[config.mk]
export PLATFORM = sky130hd
export DESIGN_NAME = ats_token_bucket_gate
export DESIGN_NICKNAME = d
export VERILOG_FILES = /design/src/rtl/ats_token_bucket_gate.sv
export SDC_FILE = /design/constraint.sdc
export NUM_CORES = 1
export LEC_CHECK = 0
export ABC_CLOCK_PERIOD_IN_PS = 11000
export BUFFER_PORTS_ARGS = -buffer_cell sky130_fd_sc_hd__buf_4
export CAP_MARGIN = 30
export CORE_MARGIN = 2
export CORE_UTILIZATION = 40
export CTS_CLUSTER_SIZE = 24
export DETAILED_ROUTE_END_ITERATION = 7
export PLACE_DENSITY = 0.66
export SLEW_MARGIN = 25
export SYNTH_ARGS = -nofsm -noshare
export SYNTH_HDL_FRONTEND = slang
export SYNTH_SLANG_ARGS = --single-unit
[constraint.sdc]
create_clock -name clk -period 11 [get_ports clk]
set_input_delay 2.75 -clock clk [delete_from_list [all_inputs] [get_ports clk]]
set_output_delay 2.75 -clock clk [all_outputs]
set_load 0.01 [all_outputs]
[src/rtl/ats_token_bucket_gate.sv]
// ats_token_bucket_gate
// Admits one frame at a time from an AXI-Stream source. Each frame's L1 length
// arrives on a side channel and is accepted only when the token bucket holds
// enough credit. Credit is then deducted and the data beats pass through with
// zero latency until tlast.
//
// Ports
//   clk, rstn                  clock, synchronous active-low reset
//   s_axis_*                   frame data in (stalled while waiting for credit)
//   s_axis_frame_length_*      frame length in bytes, one per frame
//   m_axis_*                   gated frame data out (combinational pass-through)
//   cfg_cir                    refill rate, bytes/cycle, FRAC_BITS fractional bits
//   cfg_cbs                    bucket capacity in bytes
//   tokens                     current bucket level, fixed point
//   stat_frames                accepted lengths      (ATS_TOKEN_GATE_STATS_EN only)
//   stat_stall_cycles          credit-starved cycles (ATS_TOKEN_GATE_STATS_EN only)
//
// Optional feature macro: ATS_TOKEN_GATE_STATS_EN
module ats_token_bucket_gate #(
  parameter int unsigned C_AXIS_TDATA_WIDTH = 8,
  parameter int unsigned C_AXIS_TKEEP_WIDTH = C_AXIS_TDATA_WIDTH / 8,
  parameter int unsigned FRAME_LENGTH_WIDTH = 16,
  parameter int unsigned FRAC_BITS          = 8
) (
  input  logic                                  clk,
  input  logic                                  rstn,
  input  logic [C_AXIS_TDATA_WIDTH-1:0]         s_axis_tdata,
  input  logic [C_AXIS_TKEEP_WIDTH-1:0]         s_axis_tkeep,
  input  logic                                  s_axis_tvalid,
  output logic                                  s_axis_tready,
  input  logic                                  s_axis_tlast,
  input  logic [FRAME_LENGTH_WIDTH-1:0]         s_axis_frame_length_tdata,
  input  logic                                  s_axis_frame_length_tvalid,
  output logic                                  s_axis_frame_length_tready,
  output logic [C_AXIS_TDATA_WIDTH-1:0]         m_axis_tdata,
  output logic [C_AXIS_TKEEP_WIDTH-1:0]         m_axis_tkeep,
  output logic                                  m_axis_tvalid,
  input  logic                                  m_axis_tready,
  output logic                                  m_axis_tlast,
  input  logic [FRAME_LENGTH_WIDTH+FRAC_BITS-1:0] cfg_cir,
  input  logic [FRAME_LENGTH_WIDTH-1:0]         cfg_cbs,
  output logic [FRAME_LENGTH_WIDTH+FRAC_BITS:0] tokens
`ifdef ATS_TOKEN_GATE_STATS_EN
  ,
  output logic [31:0]                           stat_frames,
  output logic [31:0]                           stat_stall_cycles
`endif
);

  localparam int unsigned TW = FRAME_LENGTH_WIDTH + FRAC_BITS + 1;
  localparam int unsigned SW = TW + 1;

  typedef enum logic {
    WAIT_LEN = 1'b0,
    PASS     = 1'b1
  } state_t;

  state_t        state;
  logic [TW-1:0] cap;
  logic [TW-1:0] len;
  logic [SW-1:0] sum;
  logic [TW-1:0] refill;
  logic [TW-1:0] after_len;
  logic          eligible;
  logic          len_hs;
  logic          last_hs;

  // Fixed-point capacity and frame cost; the extra token bit keeps the shift lossless.
  assign cap = TW'(cfg_cbs) << FRAC_BITS;
  assign len = TW'(s_axis_frame_length_tdata) << FRAC_BITS;

  // Saturating refill computed one bit wider so tokens+cir cannot wrap.
  assign sum    = SW'(tokens) + SW'(cfg_cir);
  assign refill = (sum > SW'(cap)) ? cap : TW'(sum);

  // A full bucket always admits, so a frame longer than the bucket cannot deadlock.
  assign eligible  = (tokens >= len) || (tokens == cap);
  assign after_len = (refill >= len) ? (refill - len) : '0;

  // Handshake-facing outputs are combinational so the gate adds no latency.
  assign s_axis_frame_length_tready = rstn && (state == WAIT_LEN) &&
                                      s_axis_frame_length_tvalid && eligible;
  assign s_axis_tready = (state == PASS) && m_axis_tready;
  assign m_axis_tvalid = (state == PASS) && s_axis_tvalid;
  assign m_axis_tdata  = s_axis_tdata;
  assign m_axis_tkeep  = s_axis_tkeep;
  assign m_axis_tlast  = s_axis_tlast;

  assign len_hs  = s_axis_frame_length_tvalid && s_axis_frame_length_tready;
  assign last_hs = s_axis_tvalid && s_axis_tready && s_axis_tlast;

  // Gate FSM and bucket level; refill happens in every state.
  always_ff @(posedge clk) begin
    if (!rstn) begin
      state  <= WAIT_LEN;
      tokens <= '0;
    end else begin
      case (state)
        WAIT_LEN: begin
          if (len_hs) begin
            tokens <= after_len;
            state  <= PASS;
          end else begin
            tokens <= refill;
          end
        end
        PASS: begin
          tokens <= refill;
          if (last_hs) state <= WAIT_LEN;
        end
        default: begin
          tokens <= refill;
          state  <= WAIT_LEN;
        end
      endcase
    end
  end

`ifdef ATS_TOKEN_GATE_STATS_EN
  // Free-running statistics, wrapping at 2^32.
  always_ff @(posedge clk) begin
    if (!rstn) begin
      stat_frames       <= '0;
      stat_stall_cycles <= '0;
    end else begin
      if (len_hs) stat_frames <= stat_frames + 32'd1;
      if ((state == WAIT_LEN) && s_axis_frame_length_tvalid && !eligible)
        stat_stall_cycles <= stat_stall_cycles + 32'd1;
    end
  end
`endif

endmodule
* Word level (Yosys, flattened, before mapping)
Cells that the tools add are included. W data, S select, Z words.
Word-level totals: bits in registers 26, bits in latches 0, memory bits (writable) 0, memory bits (read-only) 0, bits of input ports 71, output and inout port bits 38, logic and storage cells 25, memories 0
Cells by class: add/subtract/negate cells 2, multiply operators 0, divide/modulo/power cells 0, magnitude comparators 3, equality and inequality tests 1, shift-type cells 0, mux-type cells 7, bitwise logic cells 1, reduce and logical (&&, ||, !) cells 9
Operators with widths (number):
- $mux W25 | 3
- $ge A25 B24 Y1 | 2
- $pmux W25 S2 | 1
- $add A25 B24 Y26 | 1
- $gt A26 B24 Y1 | 1
- $eq A25 B24 Y1 | 1
- $sub A25 B24 Y25 | 1
- $logic_and A1 B1 Y1 | 8
- $mux W1 | 2
- $pmux W1 S2 | 1
- $logic_or A1 B1 Y1 | 1
- $not A1 Y1 | 1

* Depth between registers and ports, before layout
word-level depth 7, gate-level depth with buffers 30, depth with buffers taken out 28

* Worst setup path before layout
OpenSTA, ideal clock, no wires.
kind input -> register, from in cfg_cir[2], to reg tokens[3], arrival time 8497 ps, data required time 10884 ps, slack 2387 ps, cell stages on the path 27, cells stage by stage ha_1 or2_2 a41o_4 o21ai_0 a21oi_1 or2_2 a31oi_1 xnor2_1 ha_1 a211o_1 o211ai_1 a21oi_1 o21ai_0 nand2_1 o31ai_4 and2_4 buf_8 mux2_2 ha_1 or4_1 o22a_1 o211a_1 a41o_1 nor3b_1 o21ai_0 nand3_2 and3b_1
Between the ends: word-level cells in the longest chain between the ends 7, elaborated cells between the ends (all ways) 8, classes of those cells add/sub (2); order compare (2); mux (4)
Ends and longest elaborated chain:
- from (decl) | line 40 | input logic [FRAME_LENGTH_WIDTH+FRAC_BITS-1:0] cfg_cir,
- $add A25 B24 Y26 (*) | line 73 | assign sum = SW'(tokens) + SW'(cfg_cir);
- $gt A26 B24 Y1 | line 74 | assign refill = (sum > SW'(cap)) ? cap : TW'(sum);
- $mux W25 (*) | line 74
- $sub A25 B24 Y25 / $ge A25 B24 Y1 (equally long branches) | line 78 | assign after_len = (refill >= len) ? (refill - len) : '0;
- $mux W25 | line 78
- $mux W25 | line 100 | if (len_hs) begin
- $pmux W25 S2 (*) | line 98 | case (state)
- to (signal assigned) | line 101 | tokens <= after_len;
- to (signal assigned) | line 104 | tokens <= refill;
- to (signal assigned) | line 108 | tokens <= refill;
- to (decl) | line 42 | output logic [FRAME_LENGTH_WIDTH+FRAC_BITS:0] tokens
Mark *: on every way between the ends. The rest lies on a longest branch, timed or not. A chain may end at the register's enable or synchronous reset.

* Final worst setup path
from in cfg_cir[2], to reg tokens[22]
The elaborated chain is that of the path after synthesis.

==> out/summary.log <==
[status] outcome finished, final reports clean
[die] Chip Height 107 microns
[finish] number of nets in the layout 759
[detailed_routing] post-route DRC violation count 0
[worst_setup_path] category of the worst setup path capture point flop
[clock_network] Clock transition at path regs 110 ps
[clock_network] clock tree from TritonCTS done
[synthesis] dominant cell by count in the synthesized netlist sky130_fd_sc_hd__ha_1
[synthesis] sequential cell area fraction in the yosys report 0.122
[placed_design] number of port buffers 90
[global_routing] overall fraction of global-route tracks in use 0.225
[global_routing] number of antenna violations at the first check in global routing 0
[global_routing] vias in the first global route 4,020
[die] width of the die 107 microns
[hold_path] worst hold path type reg2reg
[die] Placement Rows 37
[finish] multi-input combinational cell area 3440 sq um
[clock_network] Clock Tree Root sky130_fd_sc_hd__clkbuf_8
[clock_network] clock tree buffer depth 2
[timing] Setup TNS Final 0 ps
[finish] Antenna Cells 0
[timing] number of hold-slack violations in the final timing report 0
[synthesis] cell area after technology mapping 4270 sq um
[clock_network] number of clock sinks 26
[finish] final standard cell count with taps included and fillers excluded 749
[synthesis] #FFs+latches synth 26
[synthesis] leading register cell type out of synthesis sky130_fd_sc_hd__dfxtp_1
[detailed_routing] Detailed Route WL 13,100 microns
[global_routing] global-route congestion overflow total 0
[finish] share of the core filled with cells in the final layout 0.490
[synthesis] share of the synthesized area in the top cell type 0.211
[global_routing] pin count of the biggest net entering global routing 21
[finish] # fillers 1,007
[clock_network] number of buffers inserted by hold repair at cts 0
[synthesis] Syn Area/Cell 7.93 sq um
[timing] setup repair after global routing missed its margin false
[timing] transition time of the tightest slew-check pin 850 ps
[finish] Area Growth Syn to Fin 18.6%
[flow_run] Max-cap violations 0
[die] effective utilization at floorplan 0.413
[clock_network] deepest level of the CTS H-tree 1
[power] peak ir drop on the vdd network 114 uV
[worst_setup_path] critical path peak fanout 20
[detailed_routing] drt first pass iters 5
[clock_network] later-pin clock latency in the skew report 290 ps
[timing] clock skew after layout 3.49 ps
[finish] Sequential Area 520 sq um
[worst_setup_path] launching element type of the critical path input pin
[detailed_routing] drt initial violations 245
[clock_network] clock buffer count from CTS 3
[power] overall power 1.69 mW
[timing] Min Clock Period, post-route 9170 ps
[clock_network] quantity of gates resized following cts 0
[synthesis] EDFF count, synth 0
[synthesis] number of standard cells after synthesis 538
[power] leakage power of the design 2.53 nW
[die] Core Region 10,300 sq um
[die] Die ar. 11,500 sq um
[timing] Final Cycle Share 0.833
[detailed_routing] remaining number of nets flagged by the antenna check after routing 0
[timing] normalized max-slew margin 0.434
[synthesis] Synth area leaders sky130_fd_sc_hd__ha_1 (21%), sky130_fd_sc_hd__dfxtp_1 (12%), sky130_fd_sc_hd__xnor2_1 (5.5%), sky130_fd_sc_hd__inv_1 (4.3%), sky130_fd_sc_hd__o21ai_0 (4.0%)
[worst_setup_path] Critical Path RT 11,170 ps
[finish] fraction of layout instances using a drive strength above 1 0.192
[global_routing] first-pass GRT wire length 20,600 microns
[die] number of I/O pins 109
[detailed_routing] average wire length per cell after detail routing 17.5 microns
[placed_design] final weighted congestion in routability-driven placement 0.929
[detailed_routing] detail-routed via count per cell 5.81
[clock_network] setup repair bufs after CTS 0
[placed_design] count of placed standard cells including taps 745
[power] cell area power density 334 nW/um^2
[synthesis] commonest cells in the synthesized netlist sky130_fd_sc_hd__ha_1 (72), sky130_fd_sc_hd__inv_1 (49), sky130_fd_sc_hd__o21ai_0 (34), sky130_fd_sc_hd__a21oi_1 (31), sky130_fd_sc_hd__nand2_1 (29)
[worst_setup_path] Data arrival, critical path 9330 ps
[detailed_routing] Vias 4,355
[synthesis] post-synth cell types 69
[worst_setup_path] Setup Crit Path Kind in2reg
[synthesis] cell type contributing the most total cell area after synthesis sky130_fd_sc_hd__ha_1
[synthesis] number of nets produced by synthesis 683
[worst_setup_path] cell type of the slowest stage on the worst timing path sky130_fd_sc_hd__a221oi_1
[worst_setup_path] Slowest Stage Delay on Critical Path 470 ps
[synthesis] Yosys Warn Count 0
[synthesis] Synth async-reset ratio 0
[timing] final setup violating endpoints 0
[placed_design] HPWL after DPL 10,900 microns
[timing] maximum clock rate 109 MHz
[timing] Final Max Tran Viols 0
-- stage by stage --
stage,hold WS (ps),setup slack [ps],cell area (sq um)
floorplan,473,2390,4270
global placement,530,1670,4990
detailed placement,542,1590,4990
CTS,563,1890,5060
global route,595,1330,5060
finish,556,1830,5060
-- flip-flops by register name (all words and copies together) (netlist names) --
name / count
tokens: 25
state: 1
-- power by group --
part           switching (mW)  internal, mW
Sequential             0.0561         0.133
Clock                  0.0392        0.0489
Combinational           0.788         0.626
Total                   0.883         0.808
-- placed cells by master (no fill, tap or decap), types with 3 or more instances in the layout --
| master | count |
|---|---|
| sky130_fd_sc_hd__o21ai_0 | 34 |
| sky130_fd_sc_hd__a21o_1 | 20 |
| sky130_fd_sc_hd__dfxtp_1 | 26 |
| sky130_fd_sc_hd__nand3_1 | 28 |
| sky130_fd_sc_hd__and3_1 | 3 |
| sky130_fd_sc_hd__clkbuf_8 | 3 |
| sky130_fd_sc_hd__and2_1 | 4 |
| sky130_fd_sc_hd__or4_1 | 6 |
| sky130_fd_sc_hd__nand2_1 | 29 |
| sky130_fd_sc_hd__a211o_1 | 5 |
| sky130_fd_sc_hd__xor2_1 | 17 |
| sky130_fd_sc_hd__nor3_1 | 9 |
| sky130_fd_sc_hd__buf_4 | 90 |
| sky130_fd_sc_hd__nor2b_1 | 3 |
| sky130_fd_sc_hd__mux2_2 | 5 |
| sky130_fd_sc_hd__o21a_1 | 5 |
| sky130_fd_sc_hd__nor2_1 | 28 |
| sky130_fd_sc_hd__ha_1 | 72 |
| sky130_fd_sc_hd__nand2b_1 | 10 |
| sky130_fd_sc_hd__inv_1 | 49 |
| sky130_fd_sc_hd__a31oi_1 | 3 |
| sky130_fd_sc_hd__or3_1 | 5 |
| sky130_fd_sc_hd__nor4_1 | 5 |
| sky130_fd_sc_hd__nand4_1 | 14 |
| sky130_fd_sc_hd__o21bai_1 | 4 |
| sky130_fd_sc_hd__or2_2 | 4 |
| sky130_fd_sc_hd__o31ai_1 | 3 |
| sky130_fd_sc_hd__a311o_1 | 3 |
| sky130_fd_sc_hd__a21oi_1 | 31 |
| sky130_fd_sc_hd__o211ai_1 | 6 |
| sky130_fd_sc_hd__a211oi_1 | 6 |
| sky130_fd_sc_hd__o2bb2ai_1 | 12 |
| sky130_fd_sc_hd__xnor2_1 | 27 |
-- kinds of logic after synthesis --
kind of cell             synth area share
flip-flops                          0.122
buffers and inverters              0.0721
AND/OR/NAND/NOR                     0.187
XOR/XNOR                           0.0941
AO/OA/AOI/OAI                       0.280
adder cells (fa/ha/maj)             0.221
multiplexers                       0.0243
-- critical path: cells and delay by family --
family          cells  cell delay [ps]
xor+xnor            1              170
compound gates     15             3460
mux                 2              460
buf+inv             1              110
simple gates        6             1430
fa+ha+maj           3              960
-- worst paths after layout --
| check | startpoint | end | slack (ps) | depth (start not counted) |
|---|---|---|---|---|
| worst max-delay path | cfg_cir[2] | tokens[22]$_SDFF_PN0_ | 1830 | 28 |
| worst min-delay path | state$_SDFF_PN0_ | state$_SDFF_PN0_ | 560 | 2 |
| worst min register to register | state$_SDFF_PN0_ | state$_SDFF_PN0_ | 560 | 2 |
| worst max register to register | tokens[2]$_SDFF_PN0_ | tokens[22]$_SDFF_PN0_ | 4050 | 27 |
-- final cells by class --
type                    count  share of cell area
multi-input cells         444               0.680
repair buffers             90               0.134
flip-flops and latches     26               0.103
clock buffers               3             0.00816
inverters                  49              0.0364
well taps                 136              0.0336
clock inverters             1             0.00593
-- routing by layer --
layer / vias to the layer above / GRT usage / part of all wire / routed length [microns]
met4: 0 / 0.0557 / 0.019 / 244
met5: - / 0 / 0 / 0
met1: 2018 / 0.321 / 0.47 / 6140
li1: 2150 / - / - / -
met3: 18 / 0.0272 / 0.064 / 838
met2: 169 / 0.359 / 0.45 / 5860
No activity file was read; power rests on OpenSTA's default activity.
